### config.mk
export PLATFORM = sky130hd
export DESIGN_NAME = rsa_modexp_core
export DESIGN_NICKNAME = d
export VERILOG_FILES = /design/src/rtl/rsa_modexp_core.sv
export SDC_FILE = /design/constraint.sdc
export NUM_CORES = 2
export LEC_CHECK = 0
export ABC_AREA = 1
export CAP_MARGIN = 5
export CORE_ASPECT_RATIO = 1.5
export CORE_MARGIN = 2
export CORE_UTILIZATION = 45
export CTS_CLUSTER_SIZE = 12
export DETAILED_ROUTE_END_ITERATION = 7
export PLACE_DENSITY_LB_ADDON = 0.1
export SKIP_LAST_GASP = 1
export SLEW_MARGIN = 20
export SYNTH_ARGS = -nofsm -noshare
export SYNTH_HDL_FRONTEND = slang
export SYNTH_SLANG_ARGS = --single-unit
### constraint.sdc
create_clock -name clk -period 64.8 [get_ports clk]
set_input_delay 12.96 -clock clk [delete_from_list [all_inputs] [get_ports clk]]
set_output_delay 12.96 -clock clk [all_outputs]
set_load 0.03 [all_outputs]
### src/rtl/rsa_modexp_core.sv
// rsa_modexp_core: iterative modular exponentiation, result = base^exponent mod modulus.
// Left-to-right square-and-multiply over an interleaved shift-add modular multiplier
// (WIDTH cycles per multiply, WIDTH+2 bit accumulator).
// Optional macro RSA_MODEXP_FAST_EN: variable-time mode that skips leading zero
// exponent bits and the multiply of zero bits. Default build is constant time.
module rsa_modexp_core #(
   parameter int WIDTH     = 128,
   parameter int EXP_WIDTH = 128
) (
   input  logic                 clk,
   input  logic                 reset,
   input  logic                 start,
   input  logic [WIDTH-1:0]     base,
   input  logic [EXP_WIDTH-1:0] exponent,
   input  logic [WIDTH-1:0]     modulus,
   output logic                 busy,
   output logic                 done,
   output logic                 err,
   output logic [WIDTH-1:0]     result
);

   localparam int TW = WIDTH + 2;
   localparam int CW = $clog2(WIDTH + 1);
   localparam int EW = $clog2(EXP_WIDTH + 1);

   localparam logic [2:0] S_IDLE   = 3'd0;
   localparam logic [2:0] S_LOAD   = 3'd1;
   localparam logic [2:0] S_REDUCE = 3'd2;
   localparam logic [2:0] S_SQUARE = 3'd3;
   localparam logic [2:0] S_MULT   = 3'd4;
   localparam logic [2:0] S_DONE   = 3'd5;

   logic [2:0]           state;
   logic [WIDTH-1:0]     base_q, mod_q, r_q, bred_q;
   logic [EXP_WIDTH-1:0] exp_q, exp_sh;
   logic [EW-1:0]        exp_left;
   logic [TW-1:0]        t_acc, t_next, mul_a;
   logic [WIDTH-1:0]     mul_b;
   logic [CW-1:0]        cnt;
   logic [WIDTH-1:0]     prod, r_after_mult;
   logic                 mul_last, cur_bit, last_bit;

   // One interleaved step: T = 2T + (b ? A : 0), then at most two conditional
   // subtractions of N bring T back below N (2T + A < 3N when T, A < N).
   function automatic logic [TW-1:0] mod_step(input logic [TW-1:0] t,
                                              input logic [TW-1:0] a,
                                              input logic          b,
                                              input logic [TW-1:0] n);
      logic [TW-1:0] s;
      s = (t << 1) + (b ? a : '0);
      if (s >= n) s = s - n;
      if (s >= n) s = s - n;
      return s;
   endfunction

`ifdef RSA_MODEXP_FAST_EN
   // Number of zero bits above the highest set exponent bit.
   function automatic logic [EW-1:0] lead_zeros(input logic [EXP_WIDTH-1:0] e);
      logic [EW-1:0] n;
      logic          found;
      n     = '0;
      found = 1'b0;
      for (int i = EXP_WIDTH - 1; i >= 0; i--) begin
         if (e[i]) found = 1'b1;
         else if (!found) n = n + EW'(1);
      end
      return n;
   endfunction

   logic [EW-1:0] lz;
   assign lz = lead_zeros(exp_q);
`endif

   // Next multiplier accumulator value, scanning B from its MSB.
   always_comb begin
      t_next = mod_step(t_acc, mul_a, mul_b[WIDTH-1], {2'b00, mod_q});
   end

   assign mul_last     = (cnt == CW'(WIDTH - 1));
   assign prod         = t_next[WIDTH-1:0];
   assign cur_bit      = exp_sh[EXP_WIDTH-1];
   assign last_bit     = (exp_left == EW'(1));
   assign r_after_mult = cur_bit ? prod : r_q;

   // Control FSM and datapath; reset touches control and visible outputs only.
   always_ff @(posedge clk) begin
      if (reset) begin
         state  <= S_IDLE;
         busy   <= 1'b0;
         done   <= 1'b0;
         err    <= 1'b0;
         result <= '0;
      end else begin
         done <= 1'b0;
         case (state)
            S_IDLE: begin
               if (start) begin
                  base_q <= base;
                  exp_q  <= exponent;
                  mod_q  <= modulus;
                  busy   <= 1'b1;
                  state  <= S_LOAD;
               end
            end
            S_LOAD: begin
               err   <= 1'b0;
               t_acc <= '0;
               cnt   <= '0;
               mul_a <= TW'(1);
               mul_b <= base_q;
               if (mod_q == '0) begin
                  r_q   <= '0;
                  state <= S_DONE;
               end else begin
                  r_q   <= (mod_q == WIDTH'(1)) ? '0 : WIDTH'(1);
                  state <= S_REDUCE;
               end
            end
            S_REDUCE: begin
               t_acc <= t_next;
               mul_b <= mul_b << 1;
               cnt   <= cnt + CW'(1);
               if (mul_last) begin
                  bred_q <= prod;
                  t_acc  <= '0;
                  cnt    <= '0;
                  mul_a  <= {2'b00, r_q};
                  mul_b  <= r_q;
`ifdef RSA_MODEXP_FAST_EN
                  exp_sh   <= exp_q << lz;
                  exp_left <= EW'(EXP_WIDTH) - lz;
                  state    <= (exp_q == '0) ? S_DONE : S_SQUARE;
`else
                  exp_sh   <= exp_q;
                  exp_left <= EW'(EXP_WIDTH);
                  state    <= S_SQUARE;
`endif
               end
            end
            S_SQUARE: begin
               t_acc <= t_next;
               mul_b <= mul_b << 1;
               cnt   <= cnt + CW'(1);
               if (mul_last) begin
                  r_q   <= prod;
                  t_acc <= '0;
                  cnt   <= '0;
                  mul_a <= {2'b00, prod};
                  mul_b <= bred_q;
                  state <= S_MULT;
`ifdef RSA_MODEXP_FAST_EN
                  if (!cur_bit) begin
                     mul_b    <= prod;
                     exp_sh   <= exp_sh << 1;
                     exp_left <= exp_left - EW'(1);
                     state    <= last_bit ? S_DONE : S_SQUARE;
                  end
`endif
               end
            end
            S_MULT: begin
               t_acc <= t_next;
               mul_b <= mul_b << 1;
               cnt   <= cnt + CW'(1);
               if (mul_last) begin
                  r_q      <= r_after_mult;
                  t_acc    <= '0;
                  cnt      <= '0;
                  mul_a    <= {2'b00, r_after_mult};
                  mul_b    <= r_after_mult;
                  exp_sh   <= exp_sh << 1;
                  exp_left <= exp_left - EW'(1);
                  state    <= last_bit ? S_DONE : S_SQUARE;
               end
            end
            S_DONE: begin
               result <= r_q;
               done   <= 1'b1;
               busy   <= 1'b0;
               err    <= (mod_q == '0);
               state  <= S_IDLE;
            end
            default: state <= S_IDLE;
         endcase
      end
   end

endmodule

After elaboration in Yosys (flattened, before gate mapping)
Index checks and enable logic that the tools add are counted.

storage, ports and cells
  flip-flop bits (word level) = 1305
  input bits = 387

operators by class
  add/subtract/negate cells = 5
  order comparisons = 2
  eq/ne operators = 12
  multiplexer cells = 38
  bitwise gates (word level) = 1
  reductions and logical operators = 18

operator list
  cell                                                               number
  128-bit 2-to-1 mux                                                 8
  130-bit 2-to-1 mux                                                 5
  130-bit one-hot mux with 4 select lines                            1
  128-bit one-hot mux with 4 select lines                            1
  128-bit one-hot mux with 3 select lines                            1
  130-bit by 128-bit greater-or-equal comparator with 1-bit output   2
  129-bit 2-to-1 mux                                                 2
  129-bit one-hot mux with 2 select lines                            1
  128-bit one-hot mux with 2 select lines                            1
  130-bit adder                                                      1
  130-bit by 128-bit subtractor with 130-bit output                  1
  129-bit by 128-bit subtractor with 129-bit output                  1
  128-bit by 1-bit == test with 1-bit output, second input constant  1
  128-bit logical NOT                                                1
  8-bit one-hot mux with 2 select lines                              2
  8-bit 2-to-1 mux                                                   3
  3-bit 2-to-1 mux                                                   6
  3-bit one-hot mux with 5 select lines                              1
  4-bit AND reduction                                                3
  8-bit by 1-bit adder with 8-bit output, second input constant      1
  8-bit by 1-bit == test with 1-bit output, second input constant    1
  8-bit by 7-bit == test with 1-bit output, second input constant    1
  2-bit != test, second input constant                               4
  2-bit nonzero test                                                 4
  other kinds (14)                                                   23

Depth between registers and ports, before layout
  word-level depth = 9
  mapped depth = 66
  mapped depth without buffers = 61

Worst setup path before layout
No wires, ideal clock.

  path kind = input-to-reg
  start point = input reset
  end point = register base_q[0], enable pin
  setup time = 1.138 ns
  data arrival time = 29.081 ns
  path slack = 34.581 ns
  stages = 2
  path buffers = 1
  cell sequence = clkbuf_1 > nor2_1

on the way
  cells in the longest elaborated chain, start to end = 2

ends and longest elaborated chain
  what                           RTL line  source
  start, declared                11        input logic reset,
  1-bit inverter (no line)       -
  3-bit AND reduction (no line)  -
  end signal, assigned           98        base_q <= base;
  end, declared                  34        logic [WIDTH-1:0] base_q, mod_q, r_q, bred_q;

Every way passes these cells.
A chain may end at the register's enable or synchronous reset.

Final worst setup path
  start point = input reset
  end point = register base_q[93], enable pin

The elaborated chain is that of the path after synthesis.

==> results.cfg <==
[logic_synthesis]
netlist_area_sq_um = 91700
synth-async-reset-ratio_pct = 0
synthFlopType = edfxtp_1
synthCells = 12800
synth_edf_count = 1169
ys_warn_count = 0
synth_cell_types = 49
synth_nets = 13500
ys_ff_latch = 1303
avgSynthCellArea_sq_um = 7.19
ys_seq_area_share_pct = 41.2

[global_route]
grt_overflow = 0
antenna_found_initial = 34
grt_max_degree = 131
grt_usage_pct = 46.1
grt_pass1_vias = 93800
grt_pass1_wl_mm = 670

[cts]
cts_made_buffers = 140
clk-insertion-delay-late_ns = 0.87
clk_pin_slew_ns = 0.06
clock-sinks = 1303
clockRootBuffer = clkbuf_16
cts_tree = done
holdBufCountCts = 0
clockBufferDepth = 4
h-tree-depth = 4
cts_setup_buffers = 0
post_cts_resized = 0

[die]
die_h_um = 557
io_pins = 518
die_area_sq_um = 207000
initial_core_util_pct = 45.3
die_w_um = 373
num_rows = 202
core_sq_um = 202000

[sta]
tightest_slew_ns = 1.37
drv_slew = 0
finalCriticalPeriod_ns = 16.84
hold_viol_final = 0
finalCritPeriodShare_pct = 26.0
setup_ws_ns = 47.96
slew_headroom_pct = 7.74
setup_violations = 0
fmax_ghz = 0.0594
holdWs_ns = 0.506
rsz0062_at_grt = false
finalSetupTns_ns = 0
clock_skew_ns = 0.0809

[drt]
drt_iter0_markers = 14900
via_count = 96200
avgRoutedWirePerCell_um = 30.9
drt_wl_total_mm = 492
drc = 1
vias_per_cell = 6.05
drtAntennaViolNets = 0
first_pass_iters = 8

[finish]
finalNetCount = 13900
regArea_sq_um = 37800
most-common-layout-cells = nand2_1, inv_1, nor2_1
areaGrowthSynthToFinish_pct = 13.1
fill_cells = 18900
multi_input_area_sq_um = 45200
final_common_cell = nand2_1
layout-drive-gt1-share_pct = 2.73

[status]
status = finished, violations left
violations = design-rule violations

[setup_path]
required_ns = 65.25
cp-end-kind = flip-flop
worstSetupPathType = in2reg
cp-start-kind = input port
arrival_ns = 17.29
crit_fanout = 74

[placed_design]
dpl.hpwl_mm = 399
portBuffers = 517
pre_cts_ws_ns = 47.23
gp_congestion = 1.14

[run]
maxCapViolations = 0

[hold_path]
min_path_type = reg2reg
[synthesized netlist by cell type (all sizes together), types with 84 or more instances]
cell / n / share of area, %
clkbuf: 264 / 1.1
xnor2: 101 / 0.96
inv: 1992 / 8.2
dfxtp: 134 / 2.9
nand3b: 146 / 1.2
o21bai: 109 / 0.89
nand3: 367 / 2.0
o21ai: 833 / 4.6
nand4: 273 / 1.9
nand2: 3864 / 16
nor3b: 122 / 1.0
xor2: 177 / 1.7
nor2: 1373 / 5.6
nor3: 99 / 0.54
edfxtp: 1169 / 38
a21oi: 1021 / 5.6
buf: 84 / 0.48
ha: 386 / 5.3
[critical path: stages]
cell and delay (ns):
clkdlybuf4s50_1 0.88, nor2_4 0.27, buf_4 0.52, buf_4 0.77, buf_4 0.83, buf_4 0.87
[stage by stage]
stage,utilization [%],std cells,cell area (sq um)
2_1_floorplan,-,12800,91700
5_1_grt,51.2,15900,104000
3_3_place_gp,49.2,15700,99500
6_report,51.3,15900,104000
4_1_cts,51.2,15900,104000
3_5_place_dp,49.2,15700,99500
[cell families (layout without fill, tap and decap cells)]
group,after synthesis,after routing,share of synthesized area (%)
XOR/XNOR,278,278,2.66
other,0,27,0
adder cells (fa/ha/maj),389,389,5.33
buffers and inverters,2342,2818,9.72
AND/OR/NAND/NOR,6328,6328,28.8
flip-flops,1303,1303,41.2
AO/OA/AOI/OAI,2115,2115,12.3
[registers in the layout, summed over array words and instances (netlist names)]
register / cells
t_acc: 129
base_q: 128
bred_q: 128
exp_q: 128
exp_sh: 128
mod_q: 128
mul_a: 128
mul_b: 128
r_q: 128
result: 128
cnt: 8
exp_left: 8
state: 3
busy: 1
done: 1
err: 1
[final timing paths]
kind,from,end,slack (ns),depth (start not counted)
worst max-delay path,reset,base_q[93],47.96,6
worst min-delay path,busy,busy,0.51,2
worst max register to register,mul_b[127],mul_b[79],49.59,49
worst min register to register,busy,busy,0.51,2
[layer usage]
layer,up-vias,wire [um],GRT usage (%)
li1,42200,-,-
met1,44900,164000,50.7
met2,7192,221000,73.3
met3,1841,50500,10.8
met4,16,56300,42.5
met5,-,119,0
[final cells by class]
class	instances	share of cell area, %
Clock buffer	215	3.70
Sequential cell	1303	36.5
Clock inverter	18	0.193
Inverter	1994	7.24
Timing Repair Buffer	591	5.56
Multi-Input combinational cell	9110	43.6
Antenna cell	27	0.0652
Tap cell	2652	3.20
Power is not shown: default switching activity piles up to over one toggle a cycle in this logic, so the estimate is an artifact.
